## src/rtl/echo_filter_mc_pkg.sv

```systemverilog
// Shared constants and helpers for the multi-channel echo filter.
// Holds the default channel count, filter length, synchroniser depth and
// width-counter size, plus the helper that sizes the stability counter.
package echo_filter_mc_pkg;

   localparam int ECHO_N_CH        = 4;
   localparam int ECHO_FILT_LEN    = 16;
   localparam int ECHO_SYNC_STAGES = 2;
   localparam int ECHO_WIDTH_W     = 16;

   // Smallest counter width able to hold 0..len-1, never less than one bit.
   function automatic int cntWidth(input int len);
      int w;
      w = 1;
      while ((1 << w) < len) w = w + 1;
      return w;
   endfunction

endpackage

```

## src/rtl/echo_filter_ch.sv

```systemverilog
// One echo channel: input synchroniser, counter-based stability filter,
// registered rise/fall strobes and a saturating high-time counter.
module echo_filter_ch
   import echo_filter_mc_pkg::*;
#(
   parameter int FILT_LEN    = ECHO_FILT_LEN,
   parameter int SYNC_STAGES = ECHO_SYNC_STAGES,
   parameter int WIDTH_W     = ECHO_WIDTH_W
)
(
   input  logic               clk_sys,
   input  logic               rst,
   input  logic               en_i,
   input  logic               echo_i,
   output logic               lvl_o,
   output logic               rise_o,
   output logic               fall_o,
   output logic               vld_o,
   output logic [WIDTH_W-1:0] width_o,
   output logic               ovf_o
);

   localparam int                 CNT_W    = cntWidth(FILT_LEN);
   localparam logic [CNT_W-1:0]   CNT_LAST = CNT_W'(FILT_LEN - 1);
   localparam logic [WIDTH_W-1:0] WCNT_MAX = '1;

   logic [SYNC_STAGES-1:0] sync_q;
   logic                   syncOut;
   logic [CNT_W-1:0]       cnt_q, cnt_d;
   logic                   lvl_q, lvl_d;
   logic                   rise_q, rise_d;
   logic                   fall_q, fall_d;
   logic                   vld_q, vld_d;
   logic [WIDTH_W-1:0]     wcnt_q, wcnt_d;
   logic                   sat_q, sat_d;
   logic [WIDTH_W-1:0]     width_q, width_d;
   logic                   ovf_q, ovf_d;

   assign syncOut = sync_q[SYNC_STAGES-1];

   // Shift the raw asynchronous input through the synchroniser chain; it runs even when the channel is disabled.
   always_ff @(posedge clk_sys) begin
      if (rst) sync_q <= '0;
      else     sync_q <= {sync_q[SYNC_STAGES-2:0], echo_i};
   end

   // Decide the next filter count, level, strobes and width state from the synchronised sample.
   always_comb begin
      cnt_d   = cnt_q;
      lvl_d   = lvl_q;
      rise_d  = 1'b0;
      fall_d  = 1'b0;
      vld_d   = 1'b0;
      wcnt_d  = wcnt_q;
      sat_d   = sat_q;
      width_d = width_q;
      ovf_d   = ovf_q;
      if (!en_i) begin
         cnt_d  = '0;
         lvl_d  = 1'b0;
         wcnt_d = '0;
         sat_d  = 1'b0;
      end else begin
         if (syncOut == lvl_q) begin
            cnt_d = '0;
         end else if (cnt_q != CNT_LAST) begin
            cnt_d = cnt_q + 1'b1;
         end else begin
            cnt_d = '0;
            lvl_d = syncOut;
         end
         if (lvl_d && !lvl_q) begin
            rise_d = 1'b1;
            wcnt_d = WIDTH_W'(1);
            sat_d  = 1'b0;
         end else if (!lvl_d && lvl_q) begin
            fall_d  = 1'b1;
            vld_d   = 1'b1;
            width_d = wcnt_q;
            ovf_d   = sat_q;
         end else if (lvl_q) begin
            if (wcnt_q == WCNT_MAX) sat_d = 1'b1;
            else                    wcnt_d = wcnt_q + 1'b1;
         end
      end
   end

   // Register the filter, strobe and width state; reset clears everything including the last result.
   always_ff @(posedge clk_sys) begin
      if (rst) begin
         cnt_q   <= '0;
         lvl_q   <= 1'b0;
         rise_q  <= 1'b0;
         fall_q  <= 1'b0;
         vld_q   <= 1'b0;
         wcnt_q  <= '0;
         sat_q   <= 1'b0;
         width_q <= '0;
         ovf_q   <= 1'b0;
      end else begin
         cnt_q   <= cnt_d;
         lvl_q   <= lvl_d;
         rise_q  <= rise_d;
         fall_q  <= fall_d;
         vld_q   <= vld_d;
         wcnt_q  <= wcnt_d;
         sat_q   <= sat_d;
         width_q <= width_d;
         ovf_q   <= ovf_d;
      end
   end

   assign lvl_o   = lvl_q;
   assign rise_o  = rise_q;
   assign fall_o  = fall_q;
   assign vld_o   = vld_q;
   assign width_o = width_q;
   assign ovf_o   = ovf_q;

endmodule

```

## src/rtl/echo_filter_mc.sv

```systemverilog
// Multi-channel echo filter: N_CH independent channel filters whose
// per-channel results are packed onto flat buses for sensor_top.
module echo_filter_mc
   import echo_filter_mc_pkg::*;
#(
   parameter int N_CH        = ECHO_N_CH,
   parameter int FILT_LEN    = ECHO_FILT_LEN,
   parameter int SYNC_STAGES = ECHO_SYNC_STAGES,
   parameter int WIDTH_W     = ECHO_WIDTH_W
)
(
   input  logic                    clk_sys,
   input  logic                    rst,
   input  logic [N_CH-1:0]         ch_en,
   input  logic [N_CH-1:0]         echo_in,
   output logic [N_CH-1:0]         echo_lvl,
   output logic [N_CH-1:0]         echo_rise,
   output logic [N_CH-1:0]         echo_fall,
   output logic [N_CH-1:0]         width_vld,
   output logic [N_CH*WIDTH_W-1:0] width_out,
   output logic [N_CH-1:0]         width_ovf
);

   for (genvar i = 0; i < N_CH; i++) begin : gCh
      echo_filter_ch #(
         .FILT_LEN    (FILT_LEN),
         .SYNC_STAGES (SYNC_STAGES),
         .WIDTH_W     (WIDTH_W)
      ) uCh (
         .clk_sys (clk_sys),
         .rst     (rst),
         .en_i    (ch_en[i]),
         .echo_i  (echo_in[i]),
         .lvl_o   (echo_lvl[i]),
         .rise_o  (echo_rise[i]),
         .fall_o  (echo_fall[i]),
         .vld_o   (width_vld[i]),
         .width_o (width_out[i*WIDTH_W +: WIDTH_W]),
         .ovf_o   (width_ovf[i])
      );
   end

endmodule

```

## config.mk

```make
export PLATFORM = sky130hd
export DESIGN_NAME = echo_filter_mc
export DESIGN_NICKNAME = d
export VERILOG_FILES = /design/src/rtl/echo_filter_mc_pkg.sv /design/src/rtl/echo_filter_ch.sv /design/src/rtl/echo_filter_mc.sv
export SDC_FILE = /design/constraint.sdc
export NUM_CORES = 1
export LEC_CHECK = 0
export ABC_AREA = 1
export CAP_MARGIN = 20
export CORE_ASPECT_RATIO = 1.1
export CORE_MARGIN = 5
export CORE_UTILIZATION = 50
export CTS_CLUSTER_DIAMETER = 120
export DETAILED_ROUTE_END_ITERATION = 8
export PLACE_DENSITY = 0.7
export SLEW_MARGIN = 20
export SYNTH_ARGS = -nofsm -noshare
export SYNTH_HDL_FRONTEND = slang
export SYNTH_SLANG_ARGS = --single-unit
export TNS_END_PERCENT = 1
```

## constraint.sdc

```tcl
create_clock -name clk_sys -period 2 [get_ports clk_sys]
set_input_delay 0.3 -clock clk_sys [delete_from_list [all_inputs] [get_ports clk_sys]]
set_output_delay 0.3 -clock clk_sys [all_outputs]
set_load 0.05 [all_outputs]
```

======== Yosys cells after proc, flatten, opt, wreduce, memory -nomap -nowiden ========
Cells that the tools add are included.
storage, ports and cells
  memories ................................ 0
  ROM bits ................................ 0
  bits in registers ....................... 172
  RAM bits ................................ 0
  latch bits .............................. 0
operators by class
  equal/unequal tests ..................... 20
  reduce and logical (&&, ||, !) cells .... 48
  div/mod/pow operators ................... 0
  muxes and demuxes ....................... 36
  magnitude comparators ................... 0
  bitwise logic cells ..................... 20
  add/sub/neg operators ................... 8
  multipliers ............................. 0
  shifts and indexed selects .............. 0
operator list
  operator                                                count
  adder 16 x 1 -> 16 bit (second input constant)          4
  == test 16 bit (second input constant)                  4
  AND reduction 3 bit                                     16
  2-to-1 mux 1 bit                                        36
  inverter 1 bit                                          20
  adder 4 x 1 -> 4 bit (second input constant)            4
  inequality test 2 x 1 -> 1 bit (second input constant)  8
  inequality test 4 bit (second input constant)           4
  OR reduction 4 bit                                      4
  OR reduction 3 bit                                      4
  logical AND 1 bit                                       8
  logical NOT 1 bit                                       8
  nonzero test 2 bit                                      4
  OR reduction 2 bit                                      4
  == test 1 bit                                           4

======== Depth between registers and ports, before layout ========
  depth after elaboration ................. 8
  mapped depth ............................ 11
  depth with buffers taken out ............ 10

======== Modules after synthesis ========
Synthesis repeated with hierarchy kept, for this count alone.
second synthesis, totals
  cells, all modules ...................... 1038
  area, all modules ....................... 7865.0 µm²
by module, submodules not included
  module                            cells each  area each (µm²)  instances
  echo_filter_ch at gCh[0].uCh ...  259         1964.4           3
  echo_filter_ch at gCh[3].uCh      261         1971.9           1

======== Worst setup path before layout ========
No wires, ideal clock.
  path kind ............................... register to register
  start point ............................. register gCh[3].uCh.cnt_q[0]
  end point ............................... register gCh[3].uCh.width_q[0]
  arrival time ............................ 1.383 ns
  setup slack ............................. 0.484 ns
  cell stages (with the launch flop) ...... 10
  setup time .............................. 0.132 ns
  buffers on the path ..................... 1
  period minus slack after synthesis ...... 1.516 ns
  cells stage by stage .................... dfxtp_1 -> ha_1 -> nand3_2 -> nor2_1 -> nand2_1 -> inv_2 -> nand2_2 -> buf_2 -> nand2_1 -> a21oi_1
on the way
  word-level cells in the longest chain between the ends .. 7
RTL lines
  element                                                 line                                        RTL
  start: declaration                                      echo_filter_ch.sv:29                        logic [CNT_W-1:0] cnt_q, cnt_d;
  start signal: assignment                                echo_filter_ch.sv:101                       cnt_q <= cnt_d;
  inequality test 4 bit *                                 echo_filter_ch.sv:66                        end else if (cnt_q != CNT_LAST) begin
  2-to-1 mux 1 bit *                                      echo_filter_ch.sv:66
  2-to-1 mux 1 bit *                                      echo_filter_ch.sv:64                        if (syncOut == lvl_q) begin
  2-to-1 mux 1 bit *                                      echo_filter_ch.sv:58                        if (!en_i) begin
  logical NOT 1 bit or logical AND 1 bit (tied branches)  echo_filter_ch.sv:76, echo_filter_ch.sv:72
  logical AND 1 bit or inverter 1 bit (tied branches)     n/a
  AND reduction 3 bit (no line) *                         n/a
  end signal: assignment                                  echo_filter_ch.sv:108                       width_q <= width_d;
  end: declaration                                        echo_filter_ch.sv:36                        logic [WIDTH_W-1:0] width_q, width_d;
Mark *: on every way between the ends. The rest lies on a longest branch, timed or not. The select of a mux whose other input is x is not followed.
A chain may end at the register's enable or synchronous reset.

======== Worst setup path after layout ========
  start point ............................. register gCh[0].uCh.width_q[15]
  end point ............................... output width_out[15]
RTL lines
  element                   line                   RTL
  start: declaration        echo_filter_ch.sv:36
  start signal: assignment  echo_filter_ch.sv:108
  end: declaration          echo_filter_mc.sv:20   output logic [N_CH*WIDTH_W-1:0] width_out,
No word-level cell between the ends.

==> metrics.yaml <==
status:
  outcome: "finished, final reports clean"
detailed_routing:
  first_pass_iters: 5
  vias_per_cell: 5.05
  routed_wl_um: 18600
  ant_nets: 0
  via_count: 7176
  route.detailed.drc: 0
  drt_iter0_markers: 504
  wl_per_cell_um: 13.1
cts:
  cts_tree: "built"
  root_buffer: "clkbuf_16"
  postCtsSetupBuffers: 0
  cts_buffers: 17
  htreeDepth: 4
  clk_path_buf_depth: 2
  cts_num_sinks: 172
  clkLatencyLatePin_ns: 0.43
  hold_buffers: 0
  clk_pin_slew_ns: 0.07
yosys:
  yosys_warnings: 0
  ys_top_cells_by_count: "267 x nand2_1, 172 x dfxtp_1, 147 x nor2_1"
  synth_seq_cells: 172
  synthArstFlopShare: 0
  synth_top_cell_by_area: "dfxtp_1"
  synth_edf_count: 0
  ys_top_cells_by_area: "dfxtp_1 43%, nand2_1 12%, nor2_1 6.9%"
  yosysTopAreaCellShare: 0.429
  netlist_area_mm2: 0.00803
  ys.flop_type: "dfxtp_1"
  synth_area_per_cell_um2: 7.10
  yosysMostFrequentCell: "nand2_1"
  postSynthCellCount: 1131
  synth_nets: 1149
  ys_types: 29
  yosysSeqAreaShare: 0.429
timing:
  fin_crit_sh: 0.961
  rsz0062_at_grt: "false"
  setup_violations: 0
  relSlewSlack: 0.630
  finalCriticalPeriod_ns: 1.92
  maxSlewViolCount: 0
  fin_worst_skew_ns: 0.00932
  fmax_ghz: 0.520
  hold_viol_final: 0
  setup_tns_ns: 0
  tightest_slew_ns: 0.554
floorplan:
  initial_core_util: 0.510
  num_rows: 48
  die_h_um: 143
  die_x_um: 131
  die-area_mm2: 0.0187
  core_mm2: 0.0157
  io_pins: 94
hold_path:
  hold_path.class: "input pin to register"
  whs_path_depth: 4
finish:
  area_delta_synth_final_pct: 20.0
  drive_gt1_frac: 0.0990
  final_nets: 1227
  antenna_cells: 0
  design_area_mm2: 0.00963
  finalNonFillerCells: 1422
global_route:
  grt_usage: 0.209
  overflow: 0
  grt_pass1_wl_um: 31600
  grt_pass1_vias: 6632
  grt_max_degree: 35
  antenna_found_initial: 0
worst_setup_path:
  crit_chain: "clkdlybuf4s50_1"
  crit_required_ns: 1.70
  critPathTopFamily: "buffers and inverters"
  cpPeakStageDelay_ns: 0.82
  startpoint_type: "register"
  path_depth: 1
  worstRegToRegCells: 10
  critPathKind: "register to primary output"
  cp_slowest_cell: "clkdlybuf4s50_1"
  crit_fanout: 2
  critical_path_buf_inv_count: 1
  critPathArrivalTime_ns: 1.62
  end_kind: "primary output"
place:
  dp_cells: 1390
  place_congestion: 0.884
  portBuffers: 93
  hpwl_um: 13400
  placed_cell_area_mm2: 0.00901
power:
  ir_worst_vdd_mv: 0.542
  pwr_density_cell_mw_per_mm2: 730
  leakagePower_nw: 3.53
job:
  cap_violations: 0
-- logic make-up after synthesis --
logic type,count (synthesis),share of synthesized area
adder cells (fa/ha/maj),8,0.0125
AO/OA/AOI/OAI,158,0.101
buffers and inverters,175,0.102
XOR/XNOR,18,0.0196
AND/OR/NAND/NOR,600,0.336
flip-flops,172,0.429
-- final timing paths --
| kind | start | slack, ns | endpoint |
|---|---|---|---|
| setup / recovery | gCh[0].uCh.width_o[15] | 0.08 | width_out[15] |
| hold / removal | rst | 0.33 | gCh[0].uCh.wcnt_q[0] |
| setup reg to reg | gCh[3].uCh.cnt_q[0] | 0.23 | gCh[3].uCh.wcnt_q[14] |
| hold reg to reg | gCh[1].uCh.sync_q[0] | 0.41 | gCh[1].uCh.sync_q[1] |
-- area by class of cell --
cell class / instances / area [µm²]
clock buffers: 18 / 429
fillers: 1475 / 6100
repair buffers: 117 / 1120
multi-input cells: 784 / 3760
clock inverters: 14 / 193
inverters: 117 / 439
flip-flops and latches: 172 / 3440
well taps: 200 / 250
-- metal layers --
metal,global-route usage,up-vias,routed length (µm)
met4,0.0726,0,314
met2,0.335,118,8810
met3,0.0449,27,704
met5,0,-,0
li1,-,3761,-
met1,0.280,3270,8770
-- power by group --
part | leakage (nW) | internal, mW | switching, mW
clock network | 0.297 | 2.09 | 1.38
logic | 1.85 | 0.0400 | 0.0877
registers | 1.39 | 3.43 | 0.00537
total | 3.53 | 5.57 | 1.47
-- through the flow --
stage,setup WS (ns),hold WS (ns),util,power [mW]
2_1_floorplan,0.484,0.388,-,3.59
3_3_place_gp,0.297,0.391,0.572,3.64
3_5_place_dp,0.251,0.400,0.572,3.64
4_1_cts,0.00104,0.312,0.612,7.11
5_1_grt,0.00525,0.342,0.612,7.28
6_report,0.0776,0.331,0.612,7.04
-- repair_timing --
action | 4_1_cts | 5_1_grt
setup endpoints to repair | 0 | 2
gates resized for setup | 0 | 2
hold endpoints to repair | 0 | 0
-- cell usage in the layout, fill, tap and decap left out, types with 2 or more instances in the layout --
cell type	count
nand3b_1	2
nand4_1	17
clkinv_4	2
nand2_4	3
clkinv_2	3
nand2_2	12
inv_1	110
xor2_1	13
nor2_1	147
inv_6	2
a21oi_2	4
clkbuf_16	17
inv_2	7
o21ai_0	47
bufinv_16	4
nand3_1	107
a31oi_1	2
dfxtp_1	172
nor2_4	10
a21oi_1	104
nand2_1	267
buf_4	25
nor2_2	14
ha_1	8
dlymetal6s2s_1	2
nand3_2	12
xnor2_1	5
clkdlybuf4s50_1	88
clkinvlp_4	3
nor3_1	7
-- state kept, by name (all words and copies together) (netlist names) --
signal	flops
gCh.uCh.ovf_o	4
gCh.uCh.lvl_o	4
gCh.uCh.wcnt_q	64
gCh.uCh.width_o	64
gCh.uCh.sync_q	8
gCh.uCh.cnt_q	16
gCh.uCh.fall_o	4
gCh.uCh.rise_o	4
gCh.uCh.sat_q	4
(Power assumes the default switching activity.)
==> variant: new RTL, same settings <==
Set the package constant `ECHO_N_CH` to 5 (it was 4).
--- a/src/rtl/echo_filter_mc_pkg.sv
+++ b/src/rtl/echo_filter_mc_pkg.sv
@@ -5,3 +5,3 @@
 
-   localparam int ECHO_N_CH        = 4;
+   localparam int ECHO_N_CH        = 5;
    localparam int ECHO_FILT_LEN    = 16;
Ports: changed (8 resized); port bits go from 94 to 117. The function was not compared with the original's and may differ.
==> variant against the unedited design <==
  * Power grew 30%
  * Sequential share of layout area is essentially flat
  * Area after synthesis grew 24%
  * Global-route usage shrank 1.0 points
  * Cell area grew 25%
  * Routed wire length grew 23%
  * Sequential cell count grew 43
  * Count of clock-buffer cells in the layout grew 17
  * Worst setup slack lost 0.041 ns
  * Clock power grew 36%
  * Maximum frequency shrank 2.1%
  * Critical path type unchanged
  * Largest cell class unchanged
  * Highest routed layer unchanged
==> variant: results (changes against the unedited design) <==
* Post-route cell area at 0.0121 mm² (+25%)
* Routability cong. at 0.888 (+0.43%)
* Post-DP HPWL at 16800 µm (+25%)
* Largest net degree at the start of global routing at 52 (+49%)
* CP Launch Point: gCh[3].uCh.width_o[2]
* WHS Endpoint: gCh[4].uCh.sync_q[0]
* Met1 Routed Length at 10400 µm (+19%)
* Clk buf depth at 3 (+1)
* CTS-repair resized insts at 19 (+19)
* Port bufs at 116 (+25%)
* R2R Path End: gCh[4].uCh.wcnt_q[2]
* Outcome: finished clean
* Layout fillers at 1863 (+26%)
* Register area share after synthesis at 43.3% (+0.42 points)
* Met3 GRT Util at 5.68% (+1.2 points)
* Area after DPL at 0.0111 mm² (+24%)
* Layout Cells excl Fill at 1765 (+24%)
* Top post-synthesis cells by area: dfxtp_1, nand2_1, nor2_1, nand3_1, a21oi_1
* Clock Skews at 0.0189 ns (+0.00962 ns)
* Total GRT Usage at 19.9% (-1.0 points)
* Met3 WL post-DR at 1630 µm (+130%)
* Met2 Routed Length at 10500 µm (+19%)
* Top Metal Used: met4
* Hold Crit Depth at 2 (-2)
* Worst EP arrival at 1.66 ns (+0.04 ns)
* Max_slew headroom at 61.6% (-1.4 points)
* Fin nets at 1518 (+24%)
* Worst hold slack at 0.133 ns (-0.199 ns)
* GR Util met1 at 25.6% (-2.4 points)
* P_leak at 0.00528 µW (+50%)
* Met2 usage at 33.4% (-0.093 points)
* CTS H-tree depth at 1 (-3)
* Share of layout cells above drive strength 1 at 8.39% (-1.5 points)
* Drt first pass iters at 4 (-1)
* Gate Count Post-Synth at 1405 (+24%)
* Pre-CTS WS at 0.200 ns (-0.0509 ns)
* Netlist cell types at 31 (+6.9%)
* CTS Buf Count at 24 (+7)
* Crit path capture: width_out[50]
* Worst-Skew Late Latency at 0.52 ns (+0.09 ns)
* Number of global-route vias before repair at 8244 (+24%)
* Commonest cells post-synth: nand2_1, dfxtp_1, nor2_1, inv_1, nand3_1
* Per-cell routed wire length at 13.0 µm (-0.60%)
-- variant: power groups by stage --
stage / Clock, µW / Combinational, µW / Sequential (µW)
floorplan: 0 / 97.9 / 4390
global placement: 0 / 155 / 4390
detailed placement: 0 / 157 / 4390
CTS: 4830 / 158 / 4300
global route: 5010 / 173 / 4300
finish: 4710 / 154 / 4300
-- variant: cells by family (layout without fill, tap and decap cells) --
| kind of cell | count (synthesis) | after routing | synth area share (%) |
|---|---|---|---|
| AND/OR/NAND/NOR | 722 | 722 | 31.8 |
| AO/OA/AOI/OAI | 205 | 205 | 10.6 |
| XOR/XNOR | 23 | 23 | 2.03 |
| flip-flops | 215 | 215 | 43.3 |
| adder cells (fa/ha/maj) | 10 | 10 | 1.26 |
| buffers and inverters | 230 | 338 | 11.0 |
-- variant: cell type report --
cell class	count	area share (%)
inverter	155	4.86
clock buffer	35	5.92
multi-input combinational	960	37.7
tap	252	2.62
sequential	215	35.7
clock inverter	8	1.19
timing repair buffer	140	12.0
